### src/rtl/fifo_write_arb_pkg.sv
// -----------------------------------------------------------------------------
// fifo_write_arb_pkg
// Shared types and constants for the FIFO write-port arbiter.
//   arb_state_t : arbiter FSM state (IDLE = no owner, GRANT = owner holds port)
//   BEAT_CNT_W  : width of the per-grant accepted-beat counter
// -----------------------------------------------------------------------------
package fifo_write_arb_pkg;

    typedef enum logic {
        IDLE  = 1'b0,
        GRANT = 1'b1
    } arb_state_t;

    localparam int BEAT_CNT_W = 8;

endpackage : fifo_write_arb_pkg

### src/rtl/fifo_write_arbiter_rr_picker.sv
// -----------------------------------------------------------------------------
// rr_picker
// Combinational round-robin select. Searches req upward from (base+1) with
// wrap-around; base itself is the lowest-priority candidate, so a lone
// request from base is still picked.
//   req    in  NUM_REQ   request vector
//   base   in  ID_WIDTH  index that was served last
//   valid  out 1         at least one request present
//   winner out ID_WIDTH  selected index (0 when no request)
// -----------------------------------------------------------------------------
module rr_picker #(
    parameter int NUM_REQ  = 4,
    parameter int ID_WIDTH = 2
) (
    input  logic [NUM_REQ-1:0]  req,
    input  logic [ID_WIDTH-1:0] base,
    output logic                valid,
    output logic [ID_WIDTH-1:0] winner
);

    // NOTE: every output of a combinational block gets a default first, so
    // no path leaves it unassigned and no latch is inferred.
    always_comb begin
        valid  = |req;
        winner = '0;
        // Wrapped half (indices <= base): lowest index wins after the scan.
        for (int i = NUM_REQ - 1; i >= 0; i--) begin
            if (req[i] && (i <= int'(base))) winner = ID_WIDTH'(i);
        end
        // Upper half (indices > base) outranks the wrapped half.
        for (int i = NUM_REQ - 1; i >= 0; i--) begin
            if (req[i] && (i > int'(base))) winner = ID_WIDTH'(i);
        end
    end

endmodule : rr_picker

### src/rtl/fifo_write_arbiter.sv
// -----------------------------------------------------------------------------
// fifo_write_arbiter
// Round-robin arbiter sharing one FIFO write port among NUM_REQ producers.
// One owner is granted at a time; its data is forwarded and its full_n is the
// FIFO's full_n. A grant ends when the owner drops wr_en or when it completes
// its burst, and the next requester is granted on the same edge.
//
// Build option: FIFO_WRITE_ARB_BURST_EN
//   defined   : an owner may write up to MAX_BURST beats per grant
//   undefined : grant rotates after every accepted beat (MAX_BURST unused)
//
// Ports
//   clk, reset    clock, synchronous active-high reset
//   req_wr_en     per-producer write strobe
//   req_wr_data   producer i data at [i*DATA_WIDTH +: DATA_WIDTH]
//   req_full_n    per-producer ready; only the owner's bit can be 1
//   fifo_wr_en    FIFO WR_EN
//   fifo_wr_data  FIFO WR_DATA (0 when no owner)
//   fifo_full_n   FIFO FULL_N
//   grant_valid   an owner is granted (registered)
//   grant_id      current owner, 0 when no grant (registered)
// -----------------------------------------------------------------------------
module fifo_write_arbiter
    import fifo_write_arb_pkg::*;
#(
    parameter int NUM_REQ    = 4,
    parameter int DATA_WIDTH = 32,
    parameter int ID_WIDTH   = 2,
    parameter int MAX_BURST  = 8
) (
    input  logic                          clk,
    input  logic                          reset,
    input  logic [NUM_REQ-1:0]            req_wr_en,
    input  logic [NUM_REQ*DATA_WIDTH-1:0] req_wr_data,
    output logic [NUM_REQ-1:0]            req_full_n,
    output logic                          fifo_wr_en,
    output logic [DATA_WIDTH-1:0]         fifo_wr_data,
    input  logic                          fifo_full_n,
    output logic                          grant_valid,
    output logic [ID_WIDTH-1:0]           grant_id
);

    arb_state_t          state;
    logic [ID_WIDTH-1:0] owner;
    logic [ID_WIDTH-1:0] last_owner;

    logic                owner_req;
    logic                beat;
    logic                burst_last;
    logic                grant_end;
    logic                pick_valid;
    logic [ID_WIDTH-1:0] pick_base;
    logic [ID_WIDTH-1:0] pick_winner;

    assign owner_req = req_wr_en[owner];

    // Port steering is combinational from the registered owner so the first
    // beat can happen in the cycle right after the grant edge.
    always_comb begin
        req_full_n   = '0;
        fifo_wr_en   = 1'b0;
        fifo_wr_data = '0;
        if (state == GRANT) begin
            // Gate with reset so no handshake completes in a reset cycle.
            req_full_n[owner] = fifo_full_n & ~reset;
            fifo_wr_en        = owner_req & fifo_full_n & ~reset;
            fifo_wr_data      = req_wr_data[owner*DATA_WIDTH +: DATA_WIDTH];
        end
    end

    assign beat = fifo_wr_en;

`ifdef FIFO_WRITE_ARB_BURST_EN
    logic [BEAT_CNT_W-1:0] beat_cnt;

    assign burst_last = (beat_cnt == BEAT_CNT_W'(MAX_BURST - 1));

    // Counts accepted beats of the current grant; stalls do not advance it.
    always_ff @(posedge clk) begin
        if (reset || (state != GRANT) || grant_end) beat_cnt <= '0;
        else if (beat)                              beat_cnt <= beat_cnt + 1'b1;
    end
`else
    assign burst_last = 1'b1;
`endif

    // Release (no beat) or final beat of the burst ends the grant.
    assign grant_end = ~owner_req | (beat & burst_last);

    // In GRANT the search starts after the current owner, which excludes it
    // unless it is the only requester (then the search wraps back to it).
    assign pick_base = (state == GRANT) ? owner : last_owner;

    rr_picker #(
        .NUM_REQ  (NUM_REQ),
        .ID_WIDTH (ID_WIDTH)
    ) u_rr_picker (
        .req    (req_wr_en),
        .base   (pick_base),
        .valid  (pick_valid),
        .winner (pick_winner)
    );

    // NOTE: sequential state uses non-blocking assignments so every register
    // samples pre-edge values, independent of statement order.
    always_ff @(posedge clk) begin
        if (reset) begin
            state       <= IDLE;
            owner       <= '0;
            last_owner  <= ID_WIDTH'(NUM_REQ - 1);
            grant_valid <= 1'b0;
            grant_id    <= '0;
        end else begin
            case (state)
                IDLE: begin
                    if (pick_valid) begin
                        state       <= GRANT;
                        owner       <= pick_winner;
                        grant_valid <= 1'b1;
                        grant_id    <= pick_winner;
                    end
                end
                GRANT: begin
                    if (grant_end) begin
                        last_owner <= owner;
                        if (pick_valid) begin
                            owner    <= pick_winner;
                            grant_id <= pick_winner;
                        end else begin
                            state       <= IDLE;
                            owner       <= '0;
                            grant_valid <= 1'b0;
                            grant_id    <= '0;
                        end
                    end
                end
                default: state <= IDLE;
            endcase
        end
    end

endmodule : fifo_write_arbiter

### config.mk
export PLATFORM = sky130hd
export DESIGN_NAME = fifo_write_arbiter
export DESIGN_NICKNAME = d
export VERILOG_FILES = /design/src/rtl/fifo_write_arb_pkg.sv /design/src/rtl/fifo_write_arbiter_rr_picker.sv /design/src/rtl/fifo_write_arbiter.sv
export SDC_FILE = /design/constraint.sdc
export NUM_CORES = 1
export LEC_CHECK = 0
export CAP_MARGIN = 20
export CORE_UTILIZATION = 29
export DETAILED_ROUTE_END_ITERATION = 8
export HOLD_SLACK_MARGIN = 0.05
export PLACE_DENSITY = 0.9
export SETUP_SLACK_MARGIN = 0.1
export SLEW_MARGIN = 0
export SYNTH_ARGS = -nofsm -noshare
export SYNTH_HDL_FRONTEND = slang
export SYNTH_SLANG_ARGS = --single-unit
export TNS_END_PERCENT = 20
### constraint.sdc
create_clock -name clk -period 2.74 [get_ports clk]
set_input_delay 0.274 -clock clk [delete_from_list [all_inputs] [get_ports clk]]
set_output_delay 0.274 -clock clk [all_outputs]
set_load 0.005 [all_outputs]
==> metrics <==
Vert. Die Dim=72.29 um; pwr dens=around 280 mW/mm^2; final hold slack=approximately 0.47 ns; Clock Skew=~0.0015 ns; nets@finish=433; Max H-tree Level=1; Post-Synthesis Cell Area=0.001433 sq mm; # diodes=0; worst r2r path cells=5; crit path time final=around 2.4 ns; share of layout cells above drive strength 1=0.1318; status=completed; Max-Cap Viols=0; Yosys cell types=32; Hold Path Class=reg2reg; Setup CP Type=reg2out; global route overflow=0; dpl ws=between 0.5 and 0.6 ns; area taken by multi-input logic gates=~0.0012 sq mm; post-route insts no fill=~360; routed vias=roughly 1,800; post-cts sizing count=0; post-detail-place hpwl=about 5200 um; Pleak=between 0.001 and 0.0015 uW; largest net degree at the start of global routing=40; worst-path maximum fanout=15; unrepaired setup endpoints after global routing=no; cell count of the worst hold path=2; initial core utilization=0.3033; Clock Latency Late Sink=0.22 ns; Clock Tree Root=clkbuf_8; Die Wd=72.29 um; die area=about 0.0052 sq mm; Max Clk Rate=between 0.4 and 0.5 GHz; Slew Viols, Final=0; post-route setup slack=0.2945 ns; total CTS buffers=3; CP required=between 2 and 2.5 ns; wirelength, routed=a little over 6000 um; Arr. time, crit path=around 2.2 ns; Post-CTS Setup Inserts=0; drt pass-1 iters=5; area of the core=around 0.0047 sq mm; FP Rows=25; WL/cell=around 17 um; Storage cell area=between 100 and 150 sq um; fin crit share=0.8925; post-route cell area=about 0.0033 sq mm; synth warn=0; most frequent cells in the layout=clkdlybuf4s50_1 (174), and2_1 (32), mux4_2 (28); Max Buffers Root-to-Sink=2; startpoint type of the worst setup path=register; Peak VDD IR=0.0004069 V; crit end category=primary output; Vias/cell=5.061; I/O pin count=around 180; r2r setup slk=~0.96 ns; Mapped Cells=approximately 130; TritonCTS clock tree=done; Synth Net Count=264; Port Buffers=174; GPL Wtd Cong=slightly above 0.8; initial DRC count=57; Clock Sinks=6; Post-CTS Hold Buffers=0; Final Hold Fails=0; DP Area=about 0.0032 sq mm; first-pass GRT wire length=8970 um; Slew headroom=0.7533; vias in the first global route=about 1,800; final setup TNS=0 ns; Seq/Total Area, Yosys=0.08384; Routed Antenna Nets=0; Yosys reg bits=6; Final setup viols=0; Fillers=about 370; initial antenna violation count=0; Worst-path clk slew=around 0.040 ns; gr usage total=0.2225; synthesis-to-finish area growth=129.5%; drc violations=0; Worst-Margin Slew=around 0.36 ns; placed insts=360; commonest non-fill, non-tap cell in the layout=clkdlybuf4s50_1; syn avg cell area=11.11 sq um
==> final timing paths <==
path                endpoint         from
max          fifo_wr_data[6]     owner[0]
min              grant_valid  grant_valid
max reg2reg         owner[0]        state
min reg2reg      grant_valid  grant_valid
==> critical path: stages, from the launching register on <==
cell             delay (ns)
dfxtp_2                0.51
buf_12                 0.22
mux4_1                 0.58
and2_1                 0.17
clkdlybuf4s50_1        0.47
==> routing by layer <==
metal | vias up | GRT usage | part of all wire
li1 | 847 | - | -
met1 | 878 | 0.2264 | 0.34
met2 | 94 | 0.4476 | 0.56
met3 | 18 | 0.04028 | 0.070
met4 | 0 | 0.07407 | 0.028
met5 | - | 0 | 0
==> synthesized netlist by cell type <==
cell | count | area (sq um)
nor3b_1 | 2 | 15.01
o211ai_2 | 1 | 12.51
a221o_1 | 1 | 10.01
o21ai_0 | 1 | 5.000
mux4_2 | 28 | 630.6
nor2_1 | 5 | 18.77
a21oi_1 | 4 | 20.02
nand2b_1 | 1 | 6.260
nand4_1 | 1 | 6.260
a31o_1 | 1 | 8.760
mux2i_1 | 3 | 30.03
clkbuf_1 | 4 | 15.01
buf_2 | 5 | 25.02
buf_6 | 2 | 22.52
o21ai_1 | 1 | 5.000
dfxtp_1 | 6 | 120.1
o22ai_1 | 1 | 6.260
nor3_1 | 3 | 15.01
buf_4 | 2 | 15.01
and3_1 | 1 | 6.260
and4_1 | 1 | 8.760
nand3b_1 | 2 | 15.01
nand3_1 | 2 | 10.01
a21oi_2 | 1 | 8.760
inv_1 | 5 | 18.77
mux4_1 | 5 | 131.4
nand2_1 | 3 | 11.26
and2_1 | 32 | 200.2
a32o_1 | 1 | 10.01
a211o_1 | 1 | 8.760
buf_1 | 1 | 3.750
nor2b_1 | 2 | 12.51
==> stage by stage <==
| stage | util | power [uW] |
|---|---|---|
| CTS | 0.6962 | 945.7 |
| floorplan | - | 436.1 |
| detailed placement | 0.6874 | 809.1 |
| global placement | 0.6874 | 789.9 |
| global route | 0.6962 | 987.9 |
| finish | 0.6962 | 934.9 |
==> logic make-up (layout without fill, tap and decap cells) <==
| family | after synthesis | count (layout) | share of synthesized area |
|---|---|---|---|
| simple gates | 55 | 55 | 0.2271 |
| flops | 6 | 6 | 0.08385 |
| mux | 36 | 36 | 0.5528 |
| buf+inv | 19 | 186 | 0.06986 |
| compound gates | 13 | 13 | 0.06637 |
==> area by class of cell <==
type | instances | area share
clock buffers | 3 | 0.01256
inverters | 5 | 0.005708
multi-input cells | 104 | 0.3687
flip-flops and latches | 6 | 0.03729
well taps | 67 | 0.02549
repair buffers | 178 | 0.5502
==> registers in the layout, summed over array words and instances, names as in the netlist <==
name	count
state	1
grant_valid	1
owner	2
last_owner	2
==> where the power goes <==
part	switching (uW)	total, uW	internal (uW)
Clock	38.6	133	94.4
Combinational	196	684	488
Sequential	18.1	117	99.3
Total	253	935	682
Power figures use the tool's default switching activity.
==> RTL change 1: new RTL, same settings <==
`ID_WIDTH` is set to 2 in 2 places; all go to 4.
--- a/src/rtl/fifo_write_arbiter_rr_picker.sv
+++ b/src/rtl/fifo_write_arbiter_rr_picker.sv
@@ -11,5 +11,5 @@
 module rr_picker #(
     parameter int NUM_REQ  = 4,
-    parameter int ID_WIDTH = 2
+    parameter int ID_WIDTH = 4
 ) (
     input  logic [NUM_REQ-1:0]  req,
--- a/src/rtl/fifo_write_arbiter.sv
+++ b/src/rtl/fifo_write_arbiter.sv
@@ -26,5 +26,5 @@
     parameter int NUM_REQ    = 4,
     parameter int DATA_WIDTH = 32,
-    parameter int ID_WIDTH   = 2,
+    parameter int ID_WIDTH   = 4,
     parameter int MAX_BURST  = 8
 ) (
Ports: changed (resized grant_id); port bits go from 175 to 177. The function was not compared with the original's and may differ.
==> RTL change 1 against the original RTL <==
Non-clock buffer count rose by 1; sequential cell count is the same; core utilization unchanged; wire length rose by 4.0%; design area unchanged; largest power group unchanged; total power grew 0.25%; setup slack improved by 0.11 ns; synthesized area fell by 0.35%; highest routed layer unchanged.
==> RTL change 1: results (changes against the original RTL) <==
Route
  – Metal3 WL: 481 um (+10%)
  – Routed length on met2: 3630 um (+3.4%)
  – DR WL/cell: 17.8 um (+3.7%)
  – Drt total wl: 6480 um (+4.0%)

Global route
  – Met2 Use GR: 0.480 (+0.0322)
  – M3 GR Usage: 0.0611 (+0.0208)
  – M1 GR Usage: 0.244 (+0.0172)
  – Vias in the first global route: 1,927 (+7.4%)
  – First-pass GRT wire length: 9690 um (+8.1%)
  – Largest net degree at the start of global routing: 29 (-28%)

Placed design
  – Placed Cells: 361 (+0.28%)
  – Pre-CTS setup slack: 0.543 ns (+0.0318 ns)
  – Routability-driven placement congestion ratio: 0.775 (-4.1%)
  – Post-DP HPWL: 5520 um (+5.5%)

Critical path
  – Crit-path max FO: 19 (+4)
  – CP max stage delay: 0.50 ns (-0.08 ns)
  – Critical Path Slowest Stage Cell: mux4_2
  – Worst Path Arrival: 2.06 ns (-0.11 ns)

Power
  – Pint: 0.000682 W (about the same)
  – LEAKAGE: 1.16 nW (-1.4%)
  – Cell area power density: 285 nW/um^2 (+0.25%)
  – Worst vdd ir: 0.000308 V (-24%)

Finish
  – Fraction of layout cells with a size suffix above 1: 0.155 (+0.0231)
  – Number of fillers in the final layout: 371 (+0.82%)
  – Final net count: 434 (+0.23%)

Logic synthesis
  – Post-synthesis sequential area ratio: 0.0841 (+0.000294)
  – Top post-synthesis cells by count: and2_1, mux4_2, buf_2, clkbuf_1, dfxtp_1
  – Syn Area/Cell: 10.9 um^2 (-1.9%)
  – Compound-Gate Fraction of Synth Area: 0.0727 (+0.00637)
  – Post-synthesis mux area share: 0.550 (-0.00244)
  – Synth top area cells: mux4_2, and2_1, dfxtp_1

Timing
  – Worst clock skew: 0.00313 ns (+0.00158 ns)
  – Worst slew pin tran: 0.827 ns (+0.468 ns)
  – Final worst-path cycle share: 0.853 (-0.0396)

Status
  – Status: finished clean
==> RTL change 1: layout make-up <==
type	count	area, um^2	share of cell area
inverters	4	15.0	0.00457
multi-input cells	105	1210	0.368
flip-flops and latches	6	123	0.0373
well taps	67	83.8	0.0255
clock buffers	3	41.3	0.0126
repair buffers	179	1820	0.553
==> RTL change 1: worst paths after layout <==
| check | from | to | slack [ns] | depth (start not counted) |
|---|---|---|---|---|
| min reg2reg | grant_valid$_SDFFE_PP0P_ | grant_valid$_SDFFE_PP0P_ | 0.52 | 2 |
| min | grant_valid$_SDFFE_PP0P_ | grant_valid$_SDFFE_PP0P_ | 0.52 | 2 |
| max reg2reg | owner[1]$_SDFFE_PP0P_ | last_owner[0]$_SDFFE_PP1P_ | 0.81 | 4 |
| max | owner[0]$_SDFFE_PP0P_ | fifo_wr_data[26] | 0.40 | 4 |
==> RTL change 2: new RTL, config.mk and constraints unchanged <==
Made on the original files. Add a define of `FIFO_WRITE_ARB_BURST_EN`.
--- a/src/rtl/fifo_write_arbiter.sv
+++ b/src/rtl/fifo_write_arbiter.sv
@@ -21,4 +21,6 @@
 //   grant_id      current owner, 0 when no grant (registered)
 // -----------------------------------------------------------------------------
+`define FIFO_WRITE_ARB_BURST_EN
+
 module fifo_write_arbiter
     import fifo_write_arb_pkg::*;
Behaviour: not the same (Yosys sat finds a counterexample within 4 cycles, from zero or initial values and one cycle with reset high).
==> RTL change 2 against the original RTL <==
Synthesized area grew 34%; count of clock-buffer cells in the layout grew 1; core utilization shrank 11 points; wire length grew 19%; die area grew 33%; sequential cell count grew 8; total power grew 25%; maximum frequency grew 2.7%; combinational power grew 7.2%; synthesized cell count grew 43%; sequential share of layout area grew 3.8 points; setup slack gained 0.065 ns; design area grew 15%; critical path type unchanged; largest power group unchanged.
==> RTL change 2: results (changes against the original RTL) <==
Logic synthesis
  – Synth top area cells: mux4_2, dfxtp_1, and2_1
  – Syn Area/Cell: 10.4 um^2 (-6.3%)
  – FF+latch count, synth: 14 (+8)
  – Post-synthesis mux area share: 0.412 (-0.141)
  – Synth Area in XOR/XNOR: 0.0273 (+0.0273)
  – Post-synthesis sequential area ratio: 0.146 (+0.0617)
  – Yosys cell types: 42 (+31%)
  – Post-Synth Adder-Cell Area: 0.00650 (+0.00650)

Finish
  – Buffers excl. clock: 179 (+0.56%)
  – Buffer share of cell area: 0.479 (-0.0716)
  – Multi-input logic area: 1520 um^2 (+25%)
  – Area fraction of clock buffers and clock inverters: 0.0146 (+0.00205)
  – Seq/total area: 0.0750 (+0.0377)
  – Inverter count: 3 (-2)
  – Final net count: 487 (+12%)

Placed design
  – Placed standard-cell area: 3710 um^2 (+14%)

Global route
  – Vias in the first global route: 2,331 (+30%)
  – M1 GR Usage: 0.229 (+0.00212)
  – M3 GR Usage: 0.0406 (+0.000276)

Route
  – Starting DRC count in detailed routing: 38 (-33%)
  – Vias: 2,230 (+21%)
  – Router iterations before antenna repair: 4 (-1)
  – Routed length on met2: 3870 um (+10%)

Clocking
  – Worst skew pair latency: 0.25 ns (+0.03 ns)

Critical path
  – CP max stage delay: 0.54 ns (-0.04 ns)
  – Critical Path Slowest Stage Cell: mux4_2
  – Crit-path max FO: 23 (+8)
  – Critical R2R Capture: beat_cnt[7]$_SDFFE_PP0P_

Status
  – Status: finished clean
RTL change 2: cell count changes in the layout (fill, tap and decap cells not counted), moves of 4 or more:
cell     unedited run  this run
mux4_2             28        33
nor2_1              5        12
dfxtp_1             4        12
and3_1              1         5
o21ai_0             1         5
xor2_1              0         4
mux4_1              5         0
nand2_1             3        10
RTL change 2: report_power, final:
part / internal [W] / total, W / leakage, nW / switching [W]
Clock: 0.000127 / 0.000204 / 0.0288 / 0.0000763
Combinational: 0.000504 / 0.000733 / 1.19 / 0.000228
Sequential: 0.000215 / 0.000232 / 0.115 / 0.0000170
Total: 0.000847 / 0.00117 / 1.33 / 0.000322
RTL change 2: through the flow:
stage	std cells	total power [W]	setup WS [ns]
floorplan	185	0.000597	1.03
global placement	423	0.000959	0.466
finish	427	0.00117	0.359
detailed placement	423	0.000978	0.438
CTS	427	0.00118	0.334
global route	427	0.00123	0.268
